File: src/rtl/usr_irq_responder.sv
// User-interrupt responder: captures partition requests, round-robin arbitrates them onto the
// MSI request port with fail/retry, and acks a line once granted. Optional counters: USR_IRQ_STATS_EN.
module usr_irq_responder #(
  parameter int NUM_IRQ   = 4,
  parameter int RETRY_GAP = 16
) (
  input  logic               s_axi_aclk,
  input  logic               s_axi_aresetn,
  input  logic [NUM_IRQ-1:0] usr_irq_req,
  output logic [NUM_IRQ-1:0] usr_irq_ack,
  input  logic [NUM_IRQ-1:0] irq_mask,
  input  logic               irq_en,
  output logic [NUM_IRQ-1:0] irq_pending,
  output logic               msi_req,
  output logic [4:0]         msi_vec,
  input  logic               msi_grant,
  input  logic               msi_fail
`ifdef USR_IRQ_STATS_EN
  ,
  output logic [31:0]        irq_sent_cnt,
  output logic [31:0]        irq_fail_cnt
`endif
);

  typedef enum logic [1:0] {
    ST_IDLE    = 2'd0,
    ST_ISSUE   = 2'd1,
    ST_BACKOFF = 2'd2
  } state_e;

  localparam logic [7:0] GAP_LAST = 8'(RETRY_GAP);
  localparam logic [4:0] VEC_LAST = 5'(NUM_IRQ - 1);

  state_e             state_r, state_s;
  logic [NUM_IRQ-1:0] req_r;
  logic [NUM_IRQ-1:0] pending_r, pending_s;
  logic [NUM_IRQ-1:0] wait_low_r, wait_low_s;
  logic [NUM_IRQ-1:0] ack_r, ack_s;
  logic [NUM_IRQ-1:0] elig_s, ge_ptr_s, hi_s, vec_oh_s;
  logic [4:0]         rr_ptr_r, rr_ptr_s;
  logic [4:0]         vec_r, vec_s, sel_s;
  logic [7:0]         gap_cnt_r, gap_cnt_s;
  logic               msi_req_r, msi_req_s;
  logic               any_elig_s, req_vec_s, grant_s, abort_s, inflight_s;

  // Lowest set bit index of a request vector.
  function automatic logic [4:0] first_set(input logic [NUM_IRQ-1:0] v);
    logic [4:0] idx;
    idx = 5'd0;
    for (int j = NUM_IRQ - 1; j >= 0; j--) begin
      idx = v[j] ? 5'(j) : idx;
    end
    return idx;
  endfunction

  // Eligibility and round-robin selection from the registered line states.
  always_comb begin
    vec_oh_s = {NUM_IRQ{1'b0}};
    ge_ptr_s = {NUM_IRQ{1'b0}};
    for (int j = 0; j < NUM_IRQ; j++) begin
      vec_oh_s[j] = (vec_r == 5'(j));
      ge_ptr_s[j] = (5'(j) >= rr_ptr_r);
    end
    // A line whose request already dropped is withdrawing, so it is never picked.
    elig_s     = pending_r & req_r & ~irq_mask;
    hi_s       = elig_s & ge_ptr_s;
    any_elig_s = |elig_s;
    sel_s      = (|hi_s) ? first_set(hi_s) : first_set(elig_s);
    req_vec_s  = |(req_r & vec_oh_s);
    inflight_s = (state_r != ST_IDLE);
  end

  // Global handshake FSM: next state, vector latch, retry gap and ack pulse.
  always_comb begin
    state_s   = state_r;
    vec_s     = vec_r;
    rr_ptr_s  = rr_ptr_r;
    gap_cnt_s = gap_cnt_r;
    ack_s     = {NUM_IRQ{1'b0}};
    grant_s   = 1'b0;
    abort_s   = 1'b0;
    case (state_r)
      ST_IDLE: begin
        // The ack cycle is dead time so a new request never starts before g+2.
        if (irq_en && any_elig_s && !(|ack_r)) begin
          state_s = ST_ISSUE;
          vec_s   = sel_s;
        end else begin
          state_s = ST_IDLE;
        end
      end
      ST_ISSUE: begin
        if (msi_grant) begin
          grant_s  = 1'b1;
          ack_s    = vec_oh_s;
          rr_ptr_s = (vec_r == VEC_LAST) ? 5'd0 : vec_r + 5'd1;
          state_s  = ST_IDLE;
        end else if (msi_fail) begin
          gap_cnt_s = 8'd0;
          state_s   = ST_BACKOFF;
        end else begin
          state_s = ST_ISSUE;
        end
      end
      ST_BACKOFF: begin
        if (!req_vec_s) begin
          abort_s = 1'b1;
          state_s = ST_IDLE;
        end else if (gap_cnt_r == GAP_LAST) begin
          state_s = ST_ISSUE;
        end else begin
          gap_cnt_s = gap_cnt_r + 8'd1;
        end
      end
      default: begin
        state_s = ST_IDLE;
      end
    endcase
    msi_req_s = (state_s == ST_ISSUE);
  end

  // Per-line ARMABLE / PENDING / WAIT_LOW transitions (both flags clear = ARMABLE).
  always_comb begin
    pending_s  = pending_r;
    wait_low_s = wait_low_r;
    for (int j = 0; j < NUM_IRQ; j++) begin
      if (grant_s && vec_oh_s[j]) begin
        pending_s[j]  = 1'b0;
        wait_low_s[j] = 1'b1;
      end else if (abort_s && vec_oh_s[j]) begin
        pending_s[j]  = 1'b0;
        wait_low_s[j] = 1'b0;
      end else if (pending_r[j]) begin
        pending_s[j] = req_r[j] || (inflight_s && vec_oh_s[j]);
      end else if (wait_low_r[j]) begin
        wait_low_s[j] = req_r[j];
      end else begin
        pending_s[j] = req_r[j];
      end
    end
  end

  // State and output registers.
  always_ff @(posedge s_axi_aclk or negedge s_axi_aresetn) begin
    if (!s_axi_aresetn) begin
      state_r    <= ST_IDLE;
      req_r      <= {NUM_IRQ{1'b0}};
      pending_r  <= {NUM_IRQ{1'b0}};
      wait_low_r <= {NUM_IRQ{1'b0}};
      ack_r      <= {NUM_IRQ{1'b0}};
      rr_ptr_r   <= 5'd0;
      vec_r      <= 5'd0;
      gap_cnt_r  <= 8'd0;
      msi_req_r  <= 1'b0;
    end else begin
      state_r    <= state_s;
      req_r      <= usr_irq_req;
      pending_r  <= pending_s;
      wait_low_r <= wait_low_s;
      ack_r      <= ack_s;
      rr_ptr_r   <= rr_ptr_s;
      vec_r      <= vec_s;
      gap_cnt_r  <= gap_cnt_s;
      msi_req_r  <= msi_req_s;
    end
  end

  assign usr_irq_ack = ack_r;
  assign irq_pending = pending_r;
  assign msi_req     = msi_req_r;
  assign msi_vec     = vec_r;

`ifdef USR_IRQ_STATS_EN
  logic [31:0] sent_cnt_r, fail_cnt_r;

  // Accepted grant and fail event counters, free-running with natural wrap.
  always_ff @(posedge s_axi_aclk or negedge s_axi_aresetn) begin
    if (!s_axi_aresetn) begin
      sent_cnt_r <= 32'd0;
      fail_cnt_r <= 32'd0;
    end else begin
      if (grant_s) begin
        sent_cnt_r <= sent_cnt_r + 32'd1;
      end
      if ((state_r == ST_ISSUE) && msi_fail && !msi_grant) begin
        fail_cnt_r <= fail_cnt_r + 32'd1;
      end
    end
  end

  assign irq_sent_cnt = sent_cnt_r;
  assign irq_fail_cnt = fail_cnt_r;
`endif

endmodule

File: config.mk
export PLATFORM = sky130hd
export DESIGN_NAME = usr_irq_responder
export DESIGN_NICKNAME = d
export VERILOG_FILES = /design/src/rtl/usr_irq_responder.sv
export SDC_FILE = /design/constraint.sdc
export NUM_CORES = 1
export LEC_CHECK = 0
export BUFFER_PORTS_ARGS = -buffer_cell sky130_fd_sc_hd__buf_4
export CAP_MARGIN = 0
export CORE_AREA = 5 5 66 68
export DETAILED_ROUTE_END_ITERATION = 7
export DIE_AREA = 0 0 71 73
export GPL_TIMING_DRIVEN = 0
export MAX_ROUTING_LAYER = met4
export PLACE_DENSITY = 0.62
export SYNTH_ARGS = -nofsm -noshare
export SYNTH_HDL_FRONTEND = slang
export SYNTH_SLANG_ARGS = --single-unit
File: constraint.sdc
create_clock -name s_axi_aclk -period 4.2 [get_ports s_axi_aclk]
set_clock_uncertainty 0.05 [all_clocks]
set_input_delay 0.42 -clock s_axi_aclk [delete_from_list [all_inputs] [get_ports s_axi_aclk]]
set_output_delay 0.42 -clock s_axi_aclk [all_outputs]
set_load 0.02 [all_outputs]
==> results.py, run 1 <==
metrics = {
    "outcome": {
        "status": "finished, final reports clean",
    },
    "floorplan": {
        "die_w_um": 71,
        "die_y_um": 73,
        "ios": 27,
        "die_area_um2": 5180,
        "initial_utilization_pct": 42.0,
        "core.rowCount": 23,
        "core_area_um2": 3800,
    },
    "clock_network": {
        "clock_latency_ns": 0.28,
        "root_buffer": "clkbuf_8",
        "path_clk_slew_ns": 0.07,
        "cts_resized": 0,
        "cts_hold_buf": 0,
        "htreeDepth": 2,
        "clk_path_buf_depth": 2,
        "clock_sinks": 31,
        "cts_tree": "done",
        "post_cts_buffers": 0,
        "numCtsBuffers": 5,
    },
    "timing": {
        "clock.fmax_ghz": 0.492,
        "setup_ws_ns": 2.17,
        "fin_crit_ns": 2.03,
        "fin_tns_setup_ns": 0,
        "slew_headroom_pct": 66.5,
        "hold_viol_final": 0,
        "setup_viol": 0,
        "holdWs_ns": 0.0120,
        "maxSlewViolCount": 0,
        "rsz0062_at_grt": "false",
        "worst_slew_pin_slew_ns": 0.499,
        "min_period_over_period_pct": 48.4,
    },
    "power": {
        "ir_drop_mv": 0.248,
        "power.density_nw_per_um2": 543,
        "p_leak_nw": 0.917,
    },
    "critical_path": {
        "path_max_fanout": 8,
        "critPathTopFamily": "simple AND/OR/NAND/NOR gates",
        "r2r_cells": 6,
        "cp.arrival_ns": 2.15,
        "critPathLaunchType": "register",
        "crit_slowest_cell": "dfrtp_1",
        "path_class": "reg2reg",
        "cp.depth": 6,
        "required_ns": 4.32,
        "path_cells": "inv_1 > ha_1 > a22o_1 > nor3_2 > a21oi_1 > or2_1",
        "crit_buf_inv": 1,
        "critPathMaxStageDelay_ns": 0.44,
        "worstSetupEndpointType": "register",
        "r2r_slack_ns": 2.17,
    },
    "synthesis": {
        "ys_types": 44,
        "synth_most_common_cell": "dfrtp_1",
        "ys_warn_count": 0,
        "ys_seq_area_share_pct": 48.6,
        "synth_top_area_share_pct": 48.6,
        "synthTopCellsByCount": "dfrtp_1, a21oi_1, inv_1",
        "synth-edff-count": 0,
        "synth_flop_cell": "dfrtp_1",
        "avgSynthCellArea_um2": 10.3,
        "yosysTopAreaCell": "dfrtp_1",
        "synthArstFlopShare_pct": 100,
        "ys_ff_latch": 31,
        "synth_area_leaders": "dfrtp_1, a21oi_1, ha_1",
        "synth_cells": 155,
        "syn_area_um2": 1600,
    },
    "detailed_routing": {
        "routedWlPerCell_um": 14.3,
        "drtIter0Drc": 40,
        "vias_per_cell": 5.28,
        "dr_total_vias": 1257,
        "drt-total-wl_um": 3420,
        "drc_errors": 0,
        "postRouteAntennaNets": 0,
        "first_pass_iters": 4,
    },
    "global_routing": {
        "grt_util_met1_pct": 16.2,
        "antenna_found_initial": 0,
        "grt_start_max_net_pins": 32,
        "met3_usage_pct": 4.27,
        "grt-busiest-layer": "met2",
        "grt_pass1_vias": 1290,
        "grt-ovfl-total": 0,
        "grt_use_met2_pct": 25.6,
        "track_usage_pct": 14.8,
        "grt_pass1_wl_um": 5800,
    },
    "finish": {
        "area_growth_pct": 21.5,
        "nets": 206,
        "drive_gt1_share_pct": 22.9,
        "num_antenna_cells": 0,
        "final_cells": 238,
    },
    "place": {
        "finalWeightedCongestion": 0.776,
        "portBuffers": 23,
        "dp_hpwl_um": 2570,
        "pre_cts_slack_ns": 2.18,
        "dp.cells": 230,
    },
    "job": {
        "cap_violations": 0,
    },
    "min_path": {
        "hold_path_class": "in2async",
    },
}
==> metal layers <==
layer  share of wire (%)  wire (um)
met4                 1.7         59
met2                  52       1760
met3                 4.1        141
met5                   0          0
met1                  42       1450
==> worst register-to-register path: stages, from the launching register on <==
cell     delay, ns
dfrtp_1       0.44
inv_1         0.09
ha_1          0.26
a22o_1        0.27
nor3_2        0.45
a21oi_1       0.14
or2_1         0.22
==> cell families after synthesis <==
logic type	synth area share, %
mux	2.04
flops	48.6
other cells	0.235
fa+ha+maj	4.71
compound gates	19.5
simple gates	20.0
buf+inv	4.94
==> layout make-up <==
class,count,area [um2]
inverter,12,45.0
buffer,4,33.8
clock buffer,8,100
tap,50,62.6
sequential,31,776
multi-input combinational,110,748
timing repair buffer,23,173
fill,391,1860
==> placed cells by master, fill, tap and decap left out, drive strengths merged, types with 3 or more instances in the layout <==
cell type and n:
ha 6, and3 3, conb 3, nor2 7, a21oi 15, a2111oi 4
clkbuf 8, dfrtp 31, and2 4, buf 27, a31oi 3, o21ai 10
or2 6, and3b 3, nand2 7, o21a 3, a22o 3, inv 12
nand3 7
==> state kept, by name (all words and copies together), names as in the netlist <==
register	cells
usr_irq_ack	4
msi_vec	2
msi_req	1
wait_low_r	4
irq_pending	4
req_r	4
state_r	2
rr_ptr_r	2
gap_cnt_r	8
==> power by group <==
group	switching [mW]	leakage (nW)	internal [mW]	total (mW)
sequential	0.0820	0.402	0.373	0.455
combinational	0.182	0.463	0.159	0.341
clock	0.108	0.0515	0.149	0.258
==> per-stage QoR <==
step           instance area (um2)  total power [mW]  util [%]
6_report                      1940              1.05      51.0
4_1_cts                       1940              1.07      51.0
3_5_place_dp                  1840             0.804      48.4
3_3_place_gp                  1840             0.793      48.4
2_1_floorplan                 1600             0.686         -
5_1_grt                       1940              1.13      51.0
==> worst paths after layout <==
path	from	to
hold / removal	s_axi_aresetn	gap_cnt_r[1]
hold reg to reg	gap_cnt_r[7]	gap_cnt_r[7]
setup reg to reg	msi_vec[0]	wait_low_r[2]
max in group asynchronous	s_axi_aresetn	usr_irq_ack[3]
min in group s_axi_aclk	usr_irq_req[0]	req_r[0]
setup / recovery	msi_vec[0]	wait_low_r[2]
Power figures use the tool's default switching activity.
==> run 2, diff against run 1 <==
- clock period: 4.2 -> 1.9 ns (I/O delays scaled with it)
==> run 2 against run 1 <==
Setup slack lost 2.1 ns. Combinational power grew 140%. Hold slack gained 0.27 ns. Utilization grew 2.4 points. Sequential power grew 120%. Die area is the same. Register-to-register slack lost 2.1 ns. Total power grew 130%. Final cell count grew 2.1%. Wire length grew 1.7%. Clock power grew 120%. Largest cell class is now multi-input combinational cells.
==> results.py, run 2 (synthesis results as in run 1) <==
metrics = {
    "timing": {
        "maxSlewViolCount": 0,
        "holdWs_ns": 0.277,
        "fin_crit_ns": 1.82,
        "setup_viol": 0,
        "hold_viol_final": 0,
        "fin_tns_setup_ns": 0,
        "rsz0062_at_grt": "false",
        "clock.fmax_ghz": 0.549,
        "min_period_over_period_pct": 95.9,
    },
    "finish": {
        "final_common_cell": "dfrtp_1",
        "layout_common_cells": "dfrtp_1, buf_4, a21oi_1",
        "area_growth_pct": 27.2,
        "largest_register": "gap_cnt_r",
        "largest_reg_flops": 8,
        "final_util_pct": 53.4,
        "drive_gt1_share_pct": 26.4,
        "nets": 211,
        "final.fill_count": 377,
        "num_antenna_cells": 0,
    },
    "min_path": {
        "whs_path_depth": 4,
        "whs_endpoint": "state_r[0]",
        "worstHoldStart": "msi_fail",
        "hold_path_class": "in2reg",
    },
    "floorplan": {
        "core_area_um2": 3800,
        "ios": 27,
        "core.rowCount": 23,
        "die_area_um2": 5180,
        "initial_utilization_pct": 42.0,
        "die_y_um": 73,
        "die_w_um": 71,
    },
    "clock_network": {
        "post_cts_buffers": 0,
        "path_clk_slew_ns": 0.07,
        "clk_path_buf_depth": 2,
        "root_buffer": "clkbuf_8",
        "htreeDepth": 2,
        "clock_latency_ns": 0.28,
        "clock_sinks": 31,
        "numCtsBuffers": 5,
        "cts_tree": "done",
    },
    "place": {
        "portBuffers": 23,
        "finalWeightedCongestion": 0.776,
        "dp_hpwl_um": 2570,
    },
    "critical_path": {
        "r2r_slack_ns": 0.08,
        "critPathLaunchType": "register",
        "required_ns": 2.02,
        "r2r-start": "msi_vec[0]",
        "cp.arrival_ns": 1.94,
        "worstSetupEndpointType": "register",
        "path_class": "reg2reg",
        "path_max_fanout": 8,
        "r2r_cells": 6,
        "r2r_end": "wait_low_r[2]",
    },
    "detailed_routing": {
        "drc_errors": 0,
        "dr_total_vias": 1293,
        "postRouteAntennaNets": 0,
        "drt-total-wl_um": 3470,
        "routedWlPerCell_um": 14.3,
        "drtIter0Drc": 40,
        "vias_per_cell": 5.32,
        "first_pass_iters": 4,
    },
    "job": {
        "cap_violations": 0,
    },
    "global_routing": {
        "antenna_found_initial": 0,
        "grt-ovfl-total": 0,
        "track_usage_pct": 14.9,
        "grt_start_max_net_pins": 32,
        "grt_pass1_vias": 1300,
        "grt_pass1_wl_um": 5860,
    },
    "power": {
        "ir_drop_mv": 0.573,
        "power.density_nw_per_um2": 1180,
        "p_leak_nw": 0.945,
    },
    "outcome": {
        "status": "finished, final reports clean",
    },
}
==> run 2: cell count changes in the layout (fill, tap and decap cells not counted), sizes merged <==
cell | previous run | this run
dlygate4sd3 | 0 | 5
==> run 2: final cells by class <==
| class | count | area (um2) | area share [%] |
|---|---|---|---|
| flip-flops and latches | 31 | 778 | 38.3 |
| multi-input cells | 110 | 787 | 38.8 |
| clock buffers | 8 | 100 | 4.93 |
| repair buffers | 28 | 223 | 11.0 |
| well taps | 50 | 62.6 | 3.08 |
| inverters | 12 | 45.0 | 2.22 |
| plain buffers | 4 | 33.8 | 1.66 |
==> run 2: routing by layer <==
metal / global-route usage (%) / share of wire (%)
met2: 25.8 / 51
met1: 16.7 / 44
met3: 4.13 / 3.3
met5: - / 0
met4: 5.01 / 2.0
==> run 2: power breakdown <==
| part | total (mW) | internal, mW | switching (mW) |
|---|---|---|---|
| logic | 0.822 | 0.388 | 0.433 |
| registers | 1.01 | 0.827 | 0.182 |
| clock network | 0.570 | 0.330 | 0.240 |
| total | 2.40 | 1.55 | 0.855 |
==> run 2: critical path, stage by stage, from the launching register on <==
cell and delay [ns]:
dfrtp_2 0.42, inv_1 0.09, ha_2 0.22, a22o_4 0.28, nor3_4 0.32, a21oi_1 0.12
or2_1 0.21
==> run 2: per-stage QoR <==
stage | worst slack (ns) | cells | power (mW) | instance area [um2]
detailed placement | -0.119 | 230 | 1.78 | 1840
CTS | 0.00691 | 243 | 2.39 | 2010
floorplan | 0.0357 | 157 | 1.52 | 1600
finish | 0.0787 | 243 | 2.40 | 2030
global placement | -0.0786 | 230 | 1.75 | 1840
global route | 0.00660 | 243 | 2.57 | 2030
==> run 2: worst max-delay path by stage <==
stage	start	endpoint	slack [ns]	cells past startpoint
after global routing	msi_vec[0]	wait_low_r[3]	0.007	6
after global placement	msi_vec[0]	wait_low_r[1]	-0.08	6
final	msi_vec[0]	wait_low_r[2]	0.08	6
after detailed placement	msi_vec[0]	wait_low_r[3]	-0.12	6
after CTS	msi_vec[0]	msi_req	0.007	6
after floorplan	msi_vec[0]	wait_low_r[0]	0.04	6
==> run 2: timing repair <==
action                                 in CTS  in global routing
hold buffers                                5                  0
pin swaps                                   1                  2
endpoints found under the hold margin      35                  0
setup endpoints to repair                  14                 15
gates resized for setup                     3                  7
==> run 3, diff against run 2 <==
- CELL_PAD_IN_SITES_DETAIL_PLACEMENT: default -> 1
- CELL_PAD_IN_SITES_GLOBAL_PLACEMENT: default -> 2
- CORE_AREA: 5 5 66 68 -> 5 5 74 76
- DIE_AREA: 0 0 71 73 -> 0 0 79 81
- PLACE_DENSITY: 0.62 -> default
- PLACE_DENSITY_LB_ADDON: default -> 0.05
==> run 3 against run 2 <==
Combinational power is 14% higher. Setup slack lost 0.020 ns. First-iteration DRC count down 38%. Register-to-register slack got worse by 0.02 ns. Flip-flop and latch count stayed put. Sequential power hardly changed. Maximum frequency decreased by 1.1%. Via count is 5.8% higher. Count of clock-buffer cells in the layout is 1 lower. Critical path type unchanged. Largest cell class unchanged. Largest power group unchanged.
==> results.py, run 3 (synthesis results as in run 1) <==
metrics = {
    "outcome": {
        "status": "finished, final reports clean",
    },
    "floorplan": {
        "die_area_um2": 6400,
        "core_area_um2": 4660,
        "die_y_um": 81,
        "die_w_um": 79,
        "initial_utilization_pct": 34.2,
        "core.rowCount": 25,
        "ios": 27,
    },
    "critical_path": {
        "critPathLaunchType": "register",
        "path_max_fanout": 5,
        "path_cells": "inv_1 > ha_2 > a22o_4 > buf_4 > o21ai_4 > or4_4 > o211ai_2",
        "required_ns": 2.05,
        "r2r-start": "msi_vec[0]",
        "crit_slowest_cell": "or4_4",
        "path_class": "reg2reg",
        "cp-startpoint": "msi_vec[0]",
        "cp.arrival_ns": 1.99,
        "critPathMaxStageDelay_ns": 0.49,
        "worstSetupEndpointType": "register",
    },
    "timing": {
        "maxSlewViolCount": 0,
        "clock.fmax_ghz": 0.543,
        "min_period_over_period_pct": 96.9,
        "holdWs_ns": 0.269,
        "hold_viol_final": 0,
        "setup_viol": 0,
        "setup_ws_ns": 0.0592,
        "rsz0062_at_grt": "true",
        "fin_crit_ns": 1.84,
    },
    "power": {
        "ir_drop_mv": 0.455,
        "finalPower_mw": 2.45,
        "p_leak_nw": 0.977,
        "power.density_nw_per_um2": 1160,
    },
    "finish": {
        "final_common_cell": "buf_4",
        "layout_common_cells": "buf_4, dfrtp_1, a21oi_1",
        "num_antenna_cells": 0,
        "final_util_pct": 45.2,
        "nets": 218,
        "drive_gt1_share_pct": 31.0,
        "stdcell_area_um2": 2110,
        "area_growth_pct": 32.1,
        "largest_register": "gap_cnt_r",
        "largest_reg_flops": 8,
    },
    "global_routing": {
        "antenna_found_initial": 0,
        "grt-ovfl-total": 0,
        "grt_start_max_net_pins": 32,
        "grt_pass1_vias": 1498,
        "track_usage_pct": 14.9,
        "grt_pass1_wl_um": 7190,
    },
    "clock_network": {
        "clock_sinks": 31,
        "htreeDepth": 2,
        "clock_latency_ns": 0.28,
        "cts_tree": "done",
        "root_buffer": "clkbuf_8",
        "clk_path_buf_depth": 2,
        "numCtsBuffers": 5,
        "path_clk_slew_ns": 0.06,
    },
    "place": {
        "finalWeightedCongestion": 0.791,
        "post_dp_cell_area_um2": 1840,
        "dp_hpwl_um": 3190,
        "portBuffers": 23,
        "pre_cts_slack_ns": -0.166,
    },
    "detailed_routing": {
        "first_pass_iters": 4,
        "dr_total_vias": 1368,
        "routedWlPerCell_um": 17.0,
        "drc_errors": 0,
        "drt-total-wl_um": 4320,
        "vias_per_cell": 5.39,
        "postRouteAntennaNets": 0,
        "drtIter0Drc": 25,
    },
    "job": {
        "cap_violations": 0,
    },
    "min_path": {
        "hold_path_class": "in2reg",
        "worstHoldStart": "msi_fail",
    },
}
run 3: changes by cell type in the layout (fill, tap and decap cells not counted), sizes merged:
cell,before,now
buf,27,34
clkinv,0,1
clkbuf,8,7
run 3: power by group:
group	internal [mW]	switching (mW)
clock network	0.257	0.239
registers	0.826	0.190
logic	0.450	0.486
run 3: metrics by stage:
stage | TNS (ns) | std cells
after floorplan | 0 | 157
after global placement | -0.707 | 234
after CTS | 0 | 249
after detailed placement | -1.39 | 234
after global routing | -0.0310 | 254
final | 0 | 254
run 3: final timing paths:
kind | cells past startpoint | end | slack (ns)
min in group asynchronous | 2 | req_r[2] | 0.34
setup / recovery | 7 | gap_cnt_r[6] | 0.06
max in group asynchronous | 2 | msi_vec[0] | 1.14
setup reg to reg | 7 | gap_cnt_r[6] | 0.06
hold reg to reg | 1 | gap_cnt_r[7] | 0.46
hold / removal | 4 | state_r[0] | 0.27
run 3: layout make-up:
type	instances	area [um2]
tap	54	67.6
clock buffer	7	76.3
buffer	4	33.8
timing repair buffer	35	275
fill	537	2550
clock inverter	1	5.00
inverter	12	45.0
sequential	31	777
multi-input combinational	110	827
run 3: what timing repair did:
| action | 4_1_cts | 5_1_grt |
|---|---|---|
| pin swaps | 1 | 5 |
| hold buffers | 5 | 0 |
| endpoints found under the hold margin | 35 | 0 |
| buffers inserted | 2 | 5 |
| resized for setup | 5 | 15 |
| setup endpoints to repair | 16 | 18 |
run 3: per-layer routing:
layer / GRT usage, % / part of all wire, %
met4: 5.15 / 1.3
met5: - / 0
met1: 16.7 / 42
met2: 25.8 / 54
met3: 3.99 / 3.5
run 3: worst max-delay path, delay by kind of cell, from the launching register on:
| family | cells | cell delay, ns |
|---|---|---|
| AOI/OAI and AO/OA | 3 | 0.34 |
| buffers and inverters | 2 | 0.22 |
| and+or+nand+nor | 1 | 0.49 |
| DFF | 1 | 0.44 |
| adders and majority gates | 1 | 0.24 |
